===== src/rtl/permute_pkg.sv =====
// permute_pkg: opcodes, op classes and the decoded-op record for the quadword permute pipe.
// Latency: n/a (types and constants only).
// Backpressure: n/a.
package permute_pkg;

  // Register-count forms take the count from the preferred word of rb,
  // immediate forms take it from sign-extended imm7.
  localparam logic [10:0] OP_SHLQBI   = 11'b00111011011;
  localparam logic [10:0] OP_SHLQBII  = 11'b00111111011;
  localparam logic [10:0] OP_SHLQBY   = 11'b00111011111;
  localparam logic [10:0] OP_SHLQBYI  = 11'b00111111111;
  localparam logic [10:0] OP_ROTQBI   = 11'b00111011000;
  localparam logic [10:0] OP_ROTQBII  = 11'b00111111000;
  localparam logic [10:0] OP_ROTQBY   = 11'b00111011100;
  localparam logic [10:0] OP_ROTQBYI  = 11'b00111111100;
  localparam logic [10:0] OP_ROTQMBY  = 11'b00111011101;
  localparam logic [10:0] OP_ROTQMBYI = 11'b00111111101;
  localparam logic [10:0] OP_ROTQMBI  = 11'b00111011001;
  localparam logic [10:0] OP_ROTQMBII = 11'b00111111001;

  // Byte-count field is sized for quadwords up to 256 bytes wide.
  localparam int BYTE_CNT_W = 8;

  // SHL_BIT encodes as zero so a cleared record means "shift left by 0".
  typedef enum logic [2:0] {
    SHL_BIT  = 3'd0,
    SHL_BYTE = 3'd1,
    ROT_BIT  = 3'd2,
    ROT_BYTE = 3'd3,
    RSH_BYTE = 3'd4,
    RSH_BIT  = 3'd5,
    NOP_ZERO = 3'd6
  } op_class_e;

  typedef struct packed {
    op_class_e             cls;
    logic [BYTE_CNT_W-1:0] byte_cnt;
    logic [2:0]            bit_cnt;
    logic                  zero;
  } dec_op_t;

endpackage


===== src/rtl/permute_decode.sv =====
// permute_decode: turns opcode + count source into class, byte count, bit count and zero-force.
// Latency: combinational.
// Backpressure: none (pure function of its inputs).
module permute_decode
  import permute_pkg::*;
#(
  parameter int QW_BITS = 128
) (
  input  logic [10:0] opcode_i,
  input  logic [31:0] rb_pref_i,
  input  logic [6:0]  imm7_i,
  output dec_op_t     dec_o
);

  // log2 of the quadword byte count; byte amounts live in cnt[LB-1:0].
  localparam int LB = $clog2(QW_BITS / 8);

  logic        use_imm;
  logic [31:0] cnt;
  logic [31:0] neg_cnt;
  logic        unused_cnt;

  // Pick the count source and form its 32-bit wrapping negation for the mask-rotate forms.
  always_comb begin
    case (opcode_i)
      OP_SHLQBII, OP_SHLQBYI, OP_ROTQBII,
      OP_ROTQBYI, OP_ROTQMBYI, OP_ROTQMBII: use_imm = 1'b1;
      default:                              use_imm = 1'b0;
    endcase
    cnt     = use_imm ? {{25{imm7_i[6]}}, imm7_i} : rb_pref_i;
    neg_cnt = 32'd0 - cnt;
  end

  // Only the low count bits matter; the rest are intentionally ignored.
  assign unused_cnt = ^{cnt[31:LB+1], neg_cnt[31:LB+1]};

  // Map each opcode onto a class plus the byte/bit amounts the two shifter stages consume.
  always_comb begin
    dec_o = '0;
    case (opcode_i)
      OP_SHLQBI, OP_SHLQBII: begin
        dec_o.cls     = SHL_BIT;
        dec_o.bit_cnt = cnt[2:0];
      end
      OP_SHLQBY, OP_SHLQBYI: begin
        dec_o.cls                = SHL_BYTE;
        dec_o.byte_cnt[LB-1:0]   = cnt[LB-1:0];
        dec_o.zero               = cnt[LB];
      end
      OP_ROTQBI, OP_ROTQBII: begin
        dec_o.cls     = ROT_BIT;
        dec_o.bit_cnt = cnt[2:0];
      end
      OP_ROTQBY, OP_ROTQBYI: begin
        dec_o.cls              = ROT_BYTE;
        dec_o.byte_cnt[LB-1:0] = cnt[LB-1:0];
      end
      OP_ROTQMBY, OP_ROTQMBYI: begin
        dec_o.cls              = RSH_BYTE;
        dec_o.byte_cnt[LB-1:0] = neg_cnt[LB-1:0];
        dec_o.zero             = neg_cnt[LB];
      end
      OP_ROTQMBI, OP_ROTQMBII: begin
        dec_o.cls     = RSH_BIT;
        dec_o.bit_cnt = neg_cnt[2:0];
      end
      default: begin
        dec_o.cls  = NOP_ZERO;
        dec_o.zero = 1'b1;
      end
    endcase
  end

endmodule


===== src/rtl/permute_pipe.sv =====
// permute_pipe: 3-stage quadword shift/rotate unit (S1 decode, S2 byte shift, S3 bit shift).
// Latency: 3 cycles, 1 op/cycle; holds up to 3 ops when writeback stalls.
// Backpressure: valid/ready both sides; in_ready is combinational from out_ready.
// Optional: PERMUTE_ILLEGAL_TRAP_EN adds out_illegal, flagging undefined opcodes.
module permute_pipe
  import permute_pkg::*;
#(
  parameter int QW_BITS = 128,
  parameter int TAG_W   = 7
) (
  input  logic               clk,
  input  logic               reset,
  input  logic               flush,
  input  logic               in_valid,
  output logic               in_ready,
  input  logic [10:0]        opcode,
  input  logic [QW_BITS-1:0] ra,
  input  logic [QW_BITS-1:0] rb,
  input  logic [6:0]         imm7,
  input  logic [TAG_W-1:0]   in_tag,
  output logic               out_valid,
  input  logic               out_ready,
  output logic [QW_BITS-1:0] result,
  output logic [TAG_W-1:0]   out_tag
`ifdef PERMUTE_ILLEGAL_TRAP_EN
  ,
  output logic               out_illegal
`endif
);

  dec_op_t            s1_op_d;
  logic               unused_rb;

  logic               s1_vld_q;
  dec_op_t            s1_op_q;
  logic [QW_BITS-1:0] s1_ra_q;
  logic [TAG_W-1:0]   s1_tag_q;

  logic               s2_vld_q;
  logic [QW_BITS-1:0] s2_dat_d;
  logic [QW_BITS-1:0] s2_dat_q;
  op_class_e          s2_cls_q;
  logic [2:0]         s2_bit_q;
  logic [TAG_W-1:0]   s2_tag_q;

  logic               s3_vld_q;
  logic [QW_BITS-1:0] s3_dat_d;
  logic [QW_BITS-1:0] s3_dat_q;
  logic [TAG_W-1:0]   s3_tag_q;

  logic               s1_adv;
  logic               s2_adv;
  logic               s3_adv;
  logic [31:0]        byte_sh;
  logic [31:0]        bit_sh;

  permute_decode #(
    .QW_BITS (QW_BITS)
  ) u_decode (
    .opcode_i  (opcode),
    .rb_pref_i (rb[QW_BITS-1 -: 32]),
    .imm7_i    (imm7),
    .dec_o     (s1_op_d)
  );

  // Only the preferred word of rb carries the count.
  assign unused_rb = ^rb[QW_BITS-33:0];

  // A stage moves when it is empty or its successor moves; the chain starts at writeback.
  always_comb begin
    s3_adv = !s3_vld_q || out_ready;
    s2_adv = !s2_vld_q || s3_adv;
    s1_adv = !s1_vld_q || s2_adv;
  end

  assign in_ready  = s1_adv;
  assign out_valid = s3_vld_q;
  assign result    = s3_dat_q;
  assign out_tag   = s3_tag_q;

  // S1: capture the decoded op, operand and tag; flush drops whatever is presented.
  always_ff @(posedge clk) begin
    if (reset) begin
      s1_vld_q <= 1'b0;
      s1_op_q  <= '0;
      s1_ra_q  <= '0;
      s1_tag_q <= '0;
    end else begin
      if (flush)       s1_vld_q <= 1'b0;
      else if (s1_adv) s1_vld_q <= in_valid;
      if (s1_adv) begin
        s1_op_q  <= s1_op_d;
        s1_ra_q  <= ra;
        s1_tag_q <= in_tag;
      end
    end
  end

  // Byte shifter: whole-byte left shift, left rotate or right shift, with zero-force on overrange.
  always_comb begin
    byte_sh  = 32'(s1_op_q.byte_cnt) << 3;
    s2_dat_d = s1_ra_q;
    case (s1_op_q.cls)
      SHL_BYTE: s2_dat_d = s1_ra_q << byte_sh;
      ROT_BYTE: s2_dat_d = (s1_ra_q << byte_sh) | (s1_ra_q >> (QW_BITS - byte_sh));
      RSH_BYTE: s2_dat_d = s1_ra_q >> byte_sh;
      default:  s2_dat_d = s1_ra_q;
    endcase
    if (s1_op_q.zero) s2_dat_d = '0;
  end

  // S2: hold the byte-shifted data plus what the bit stage still needs.
  always_ff @(posedge clk) begin
    if (reset) begin
      s2_vld_q <= 1'b0;
      s2_dat_q <= '0;
      s2_cls_q <= SHL_BIT;
      s2_bit_q <= '0;
      s2_tag_q <= '0;
    end else begin
      if (flush)       s2_vld_q <= 1'b0;
      else if (s2_adv) s2_vld_q <= s1_vld_q;
      if (s2_adv) begin
        s2_dat_q <= s2_dat_d;
        s2_cls_q <= s1_op_q.cls;
        s2_bit_q <= s1_op_q.bit_cnt;
        s2_tag_q <= s1_tag_q;
      end
    end
  end

  // Bit shifter: 0-7 bit left shift, full-width left rotate (MSB wraps to LSB) or right shift.
  always_comb begin
    bit_sh   = 32'(s2_bit_q);
    s3_dat_d = s2_dat_q;
    case (s2_cls_q)
      SHL_BIT: s3_dat_d = s2_dat_q << bit_sh;
      ROT_BIT: s3_dat_d = (s2_dat_q << bit_sh) | (s2_dat_q >> (QW_BITS - bit_sh));
      RSH_BIT: s3_dat_d = s2_dat_q >> bit_sh;
      default: s3_dat_d = s2_dat_q;
    endcase
  end

  // S3: output register; stays put while writeback stalls.
  always_ff @(posedge clk) begin
    if (reset) begin
      s3_vld_q <= 1'b0;
      s3_dat_q <= '0;
      s3_tag_q <= '0;
    end else begin
      if (flush)       s3_vld_q <= 1'b0;
      else if (s3_adv) s3_vld_q <= s2_vld_q;
      if (s3_adv) begin
        s3_dat_q <= s3_dat_d;
        s3_tag_q <= s2_tag_q;
      end
    end
  end

`ifdef PERMUTE_ILLEGAL_TRAP_EN
  logic s2_ill_q;
  logic s3_ill_q;

  // Carry the undefined-opcode flag alongside the data so it lines up with result.
  always_ff @(posedge clk) begin
    if (reset) begin
      s2_ill_q <= 1'b0;
      s3_ill_q <= 1'b0;
    end else begin
      if (s2_adv) s2_ill_q <= (s1_op_q.cls == NOP_ZERO);
      if (s3_adv) s3_ill_q <= s2_ill_q;
    end
  end

  assign out_illegal = s3_ill_q;
`endif

endmodule

===== config.mk =====
export PLATFORM = sky130hd
export DESIGN_NAME = permute_pipe
export DESIGN_NICKNAME = d
export VERILOG_FILES = /design/src/rtl/permute_pkg.sv /design/src/rtl/permute_decode.sv /design/src/rtl/permute_pipe.sv
export SDC_FILE = /design/constraint.sdc
export NUM_CORES = 2
export LEC_CHECK = 0
export ABC_AREA = 1
export BUFFER_PORTS_ARGS = -buffer_cell sky130_fd_sc_hd__buf_2
export CORE_MARGIN = 5
export CORE_UTILIZATION = 55
export DETAILED_ROUTE_END_ITERATION = 7
export PLACE_DENSITY = 0.83
export SLEW_MARGIN = 20
export SYNTH_ARGS = -nofsm -noshare
export SYNTH_HDL_FRONTEND = slang
export SYNTH_SLANG_ARGS = --single-unit

===== constraint.sdc =====
create_clock -name clk -period 7.45 [get_ports clk]
set_input_delay 1.49 -clock clk [delete_from_list [all_inputs] [get_ports clk]]
set_output_delay 1.49 -clock clk [all_outputs]
set_load 0.005 [all_outputs]

## Word level (Yosys, flattened, before mapping)

Index checks and enable logic that the tools add are counted.

- Word-level logic and storage cells: 70
- Flip-flop bits (word level): 425
- Output and inout bits: 137

- Shift-type cells: 6
- Reduce and logical (&&, ||, !) cells: 18
- Bitwise gates (word level): 2
- Multiplexer cells: 9
- Equality and inequality tests: 17
- Add/sub/neg operators: 3

Operator list:

| operator | number |
|---|---|
| 128-bit one-hot mux with 3 select lines | 2 |
| 128-bit bitwise OR | 2 |
| 128-bit by 32-bit right shift with 128-bit output | 2 |
| 11-bit by 9-bit == test with 1-bit output, second input constant | 12 |
| 128-bit two-way mux | 1 |
| 128-bit by 3-bit left shift with 128-bit output | 1 |
| 128-bit by 7-bit left shift with 128-bit output | 1 |
| 128-bit by 3-bit right shift with 128-bit output | 1 |
| 128-bit by 7-bit right shift with 128-bit output | 1 |
| 3-bit one-hot mux with 6 select lines | 1 |
| 2-bit OR reduction | 7 |
| 8-bit by 3-bit subtractor with 9-bit output, first input constant | 1 |
| 8-bit by 7-bit subtractor with 9-bit output, first input constant | 1 |
| 4-bit one-hot mux with 2 select lines | 1 |
| 4-bit OR reduction | 2 |
| 8-bit OR reduction | 1 |
| 3-bit by 2-bit == test with 1-bit output, second input constant | 2 |
| 3-bit == test, second input constant | 2 |
| 3-bit one-hot mux with 2 select lines | 1 |
| 6-bit OR reduction | 1 |
| 5-bit two-way mux | 1 |
| 1-bit by 5-bit subtractor with 5-bit output, first input constant | 1 |
| 3-bit by 1-bit == test with 1-bit output, second input constant | 1 |
| 1-bit zero test | 3 |
| other kinds (4) | 6 |

## Depth between registers and ports, before layout

- Depth in word-level cells: 6
- Mapped depth: 20

## By module

Synthesis repeated with hierarchy kept, for this count alone.

- Cells, all modules: 8898
- Area, all modules: 46472.1 sq um

Modules (own cells, without submodules):

| module | times used | cells each | area each (sq um) |
|---|---|---|---|
| permute_pipe | 1 | 8784 | 45862.7 |
| permute_decode | 1 | 114 | 609.3 |

## Worst setup path after synthesis

Ideal clock, no wire load.

- Path type: in2out
- Start point: in out_ready
- End point: out in_ready
- Stages: 7
- Path slack: 3.608 ns
- Arrival: 2.352 ns
- Data required time: 5.960 ns
- Path through: nor2_4 > inv_1 > nor2_2 > inv_2 > nor2_4 > inv_2 > clkbuf_1

- Cells in the longest elaborated chain, start to end: 3

RTL lines:

| item | line | text |
|---|---|---|
| start: declaration | permute_pipe.sv:22 | `input logic out_ready,` |
| 1-bit logical OR | permute_pipe.sv:71 | `s3_adv = !s3_vld_q \|\| out_ready;` |
| 1-bit logical OR | permute_pipe.sv:72 | `s2_adv = !s2_vld_q \|\| s3_adv;` |
| 1-bit logical OR | permute_pipe.sv:73 | `s1_adv = !s1_vld_q \|\| s2_adv;` |
| end: declaration | permute_pipe.sv:15 | `output logic in_ready,` |

Every way passes these cells.

## Worst setup path after layout

- Start point: reg s2_bit_q[2]
- End point: reg s3_dat_q[64] (netlist: result[64])

- Cells in the longest elaborated chain, start to end: 4
- Elaborated cells on any way between the ends: 6
- Those cells by class: add/sub (1); shift (3); mux (1); bitwise (1)

RTL lines:

| item | line | text |
|---|---|---|
| start: declaration | permute_pipe.sv:43 | `logic [2:0] s2_bit_q;` |
| start signal: assignment | permute_pipe.sv:126 | `s2_bit_q <= s1_op_q.bit_cnt;` |
| 8-bit by 3-bit subtractor with 9-bit output | permute_pipe.sv:138 | `ROT_BIT: s3_dat_d = (s2_dat_q << bit_sh) \| (s2_dat_q >> (QW_BITS - bit_sh));` |
| 128-bit by 32-bit right shift with 128-bit output | permute_pipe.sv:138 |  |
| 128-bit bitwise OR | permute_pipe.sv:138 |  |
| 128-bit one-hot mux with 3 select lines * | permute_pipe.sv:136 | `case (s2_cls_q)` |
| end signal: assignment | permute_pipe.sv:154 | `s3_dat_q <= s3_dat_d;` |
| end: declaration | permute_pipe.sv:48 | `logic [QW_BITS-1:0] s3_dat_q;` |

Every way passes the cells marked *; elsewhere a longest branch is shown, timed or not.
A chain may end at the register's enable or synchronous reset.

==> results.md <==
Hold path:
- The path class of the tightest hold or removal check is flop to flop.

Clock tree:
- After clock tree synthesis, the setup repair step added 0 buffers.
- TritonCTS built the clock tree.
- The CTS root buffer is clkbuf_16.
- Clock-pin slew was measured on the worst setup and hold paths at 0.06 ns.
- The number of buffers inserted during clock tree synthesis is 49.
- The number of clock sinks is about 430.
- The clock network latency to the later pin of the worst-skew pair is around 0.67 ns.
- The number of gates resized after cts is 0.
- The number of buffers added to fix hold violations after cts is 0.
- In this run the deepest clock path goes through 3 buffers.
- The CTS H-tree depth is 2.

Route:
- The detail route stage leaves a number of antenna-violating nets equal to 0.
- The routed wire length is approximately 220 mm.
- The detailed-route vias per instance is ~6.4.
- The total DRC errors in the routed layout is 2.
- The via count is about 57000.
- After detailed routing, the average wire length per cell comes to roughly 24 um.
- The number of violations reported at the end of detailed-routing iteration 0 is 9694.
- The first detailed-routing pass ran for 8 iterations.

Global route:
- For this run, global-route usage on met3 was measured as 14.6%.
- Entering global routing, the biggest net connects approximately 230 pins.
- For met1 alone, demand over resource in global routing was between 60% and 70%.
- The number of antenna violations at the first check in global routing was 9.
- For this run the aggregate overflow at the end of global routing stands at 0.
- The number of global-route vias before repair is roughly 51000.
- The busiest layer in global routing is met2.
- The global-route track usage on met2 is between 70 and 80%.
- Global routing used around half of the available tracks across all layers.
- The first global-routing pass estimated between 300 and 400 mm of wire.

Logic synthesis:
- The number of cells produced by synthesis is between 8000 and 9000.
- The top cell type by area accounts for around 27% of the synthesized area.
- Summed over all instances, the cell type with the most area after synthesis is nand2_1.
- The total nets after synthesis is 8367.
- Counting flops with an async set or reset pin after synthesis yields a share of 0%.
- After synthesis, flip-flops and latches occupy 20.0% of the total area.
- Counting flops and latches in the post-synthesis netlist gives 425.
- The number of enable flip-flop cells after synthesis is 0.
- The average instance in the mapped netlist occupies ~5.3 sq um.
- The dominant register cell in the synthesized netlist is dfxtp_1.
- The commonest cells after synthesis are nand2_1 (3044), o21ai_0 (1042), nand3_1 (942).
- The synthesis warning total is 0.
- Yosys attributes the largest share of cell area to nand2_1 (27%), dfxtp_1 (20%), o21ai_0 (12%).
- Among all cell types in the netlist, the one instantiated most often is nand2_1.
- The count of unique library cells instantiated by Yosys is 53.
- In this run the cell area of the synthesized design comes to around 0.042 sq mm.

Finish:
- The number of cells in the finished layout apart from fillers is about 9000.
- The finished cells cover roughly 0.045 sq mm.
- Relative to the synthesized area, the layout overhead comes to 6.44%.
- After filler insertion, the fill cell instance count of the layout stands at 8246.
- At the end of the flow, the number of nets in the layout was a little over 8000.
- The share of final-layout standard cells stronger than drive strength 1 is under 10%.

Floorplanning:
- The placeable core area is ~0.077 sq mm.
- The floorplan die area is just over 0.08 sq mm.
- The horizontal extent of the die is 288 um.
- The number of placement rows is between 100 and 150.
- The initial core utilization is 55.1%.
- The y dimension of the die is 288 um.
- about 420 I/O pins were placed.

Setup path:
- The endpoint kind of the worst setup timing path is a flop.
- On the worst path, the slowest cell contributes a delay of between 1 and 1.5 ns.
- The critical path data arrival time is 6.03 ns.
- The highest net fanout along the worst path is 64.
- By startpoint and endpoint, the worst setup path is classified as flop to flop.
- Walking the worst path, the cells encountered are clkinv_2, nand2_2, nor2_4, nor2_1, nand2_2, inv_2, o21ai_0, nand3_1, nand2_1, a21oi_1.
- The master of the slowest instance on the critical path is clkinv_2.
- By instance count, the cell type seen most on the critical path is nand2_2.
- STA classifies the critical path startpoint as a flop.
- Data on the critical path is required at its endpoint by approximately 8 ns.

STA:
- The final count of pins violating max slew is 0.
- Summed over all failing endpoints, the final setup total negative slack is 0 ns.
- On the final layout, the worst hold slack is between 0.4 and 0.5 ns.
- On the final layout, the worst clock skew is roughly 0.049 ns.
- Subtracting the final worst setup slack from the clock period gives approximately 5.5 ns.
- Measured against its own limit, the worst slew margin works out to roughly a quarter.
- The final hold violation count is 0.
- Setup repair after global routing left no endpoint under its margin.
- For the pin with the worst max-slew slack, the measured transition is ~1.1 ns.
- The worst path uses 73.6% of the clock period.
- Derived from the worst setup path, the maximum achievable clock frequency is about 180 MHz.
- Setup violations remaining at the end of the flow were counted as 0.

Power:
- The cell internal power dissipation is about 4.3 mW.
- The static leakage is roughly 23 nW.
- The register share of total power is 40.1%.
- The final total power is between 6 and 7 mW.
- The switching power share of the total is about a third.
- The cell area power density is between 100 and 150 mW/mm^2.
- The portion of total power attributed to combinational logic is 16.7%.
- The share of total power dissipated in the clock network is between 40% and 50%.
- The worst-case IR drop observed on VDD is between 0.0002 and 0.0003 V.
- Summed over all nets, the switching power comes to a little over 2 mW.

Placed design:
- Detailed placement ended at an HPWL of ~150 mm.
- The number of placed instances, taps included, is roughly 8900.
- The placed instances occupy a cell area of between 0.04 and 0.05 sq mm.
- In this run the tool buffered the top-level ports with just under 300 buffer cells.
- At the end of routability-driven placement, the weighted congestion stood at between 1 and 1.5.

Run status:
- The final reports fail on DRC.
- The flow ran to the end, but the final reports show violations.

Flow run:
- The max capacitance violation total is 0.
==> final timing paths <==
kind                              to  slack [ns]                startpoint  cells past startpoint
max          result[64]$_SDFFE_PP0P_        1.97  s2_bit_q[2]$_SDFFE_PP0P_                     10
min          out_tag[5]$_SDFFE_PP0P_        0.48   out_tag[5]$_SDFFE_PP0P_                      2
max reg2reg  result[64]$_SDFFE_PP0P_        1.97  s2_bit_q[2]$_SDFFE_PP0P_                     10
min reg2reg  out_tag[5]$_SDFFE_PP0P_        0.48   out_tag[5]$_SDFFE_PP0P_                      2
==> final cells by class <==
class	count	area, sq um	share of cell area [%]
inverters	462	1770	3.92
repair buffers	379	2180	4.82
multi-input cells	6560	29700	65.6
well taps	1040	1300	2.88
flip-flops and latches	425	8530	18.9
diodes	8	20.0	0.0443
clock buffers	65	1370	3.02
clock inverters	23	400	0.885
==> flip-flops by register name, indices dropped and copies added, names as in the netlist <==
| register | cells |
|---|---|
| s2_cls_q | 3 |
| s2_bit_q | 3 |
| s2_dat_q | 128 |
| out_valid | 1 |
| s2_tag_q | 7 |
| result | 128 |
| out_tag | 7 |
| s1_vld_q | 1 |
| s1_op_q | 7 |
| byte_sh | 4 |
| s1_ra_q | 128 |
| s1_tag_q | 7 |
| s2_vld_q | 1 |
==> through the flow <==
step                      worst slack (ns)  utilization [%]
final                                 1.97             58.7
after global routing                  2.06             58.7
after CTS                             2.28             58.7
after detailed placement              2.29             56.4
after global placement                2.31             56.4
after floorplan                       3.61                -
==> cell families after synthesis <==
logic type / count (synthesis) / share of synthesized area, %
xor gates and xnor gates: 2 / 0.0766
DFF: 425 / 20.0
muxes: 17 / 0.400
buffers and inverters: 1093 / 10.4
adders and majority gates: 3 / 0.0883
AOI/OAI and AO/OA: 1781 / 22.8
and+or+nand+nor: 4757 / 46.3
==> placed cells by master (no fill, tap or decap), types with 37 or more instances in the layout <==
cell,instances
nand2_1,3043
o21ai_0,1042
nand3_1,942
nor2_1,539
inv_1,433
dfxtp_1,418
a21oi_1,396
buf_2,296
o211ai_1,82
buf_4,77
o21bai_1,64
and2_1,63
nand4_1,52
clkbuf_16,50
o22ai_1,37
==> critical path, delay by kind of cell (launching register included) <==
kind	cells	cell delay [ns]
AOI/OAI and AO/OA	2	0.67
buffers and inverters	2	1.88
DFF	1	0.90
and+or+nand+nor	6	1.81
==> per-layer routing <==
metal / wire [um] / share of wire, % / up-vias
met4: 24300 / 11 / 8
met3: 31000 / 14 / 1079
met5: 75 / 0.034 / -
met1: 76100 / 35 / 25800
met2: 86600 / 40 / 4296
li1: - / - / 26200
==> power groups by stage <==
stage	Combinational (mW)	Clock [mW]	Sequential, mW
3_3_place_gp	1.00	0	2.58
6_report	1.06	2.75	2.56
2_1_floorplan	0.665	0	2.48
4_1_cts	1.02	2.74	2.53
5_1_grt	1.16	2.84	2.55
3_5_place_dp	1.01	0	2.58
No activity file was read; power rests on OpenSTA's default activity.
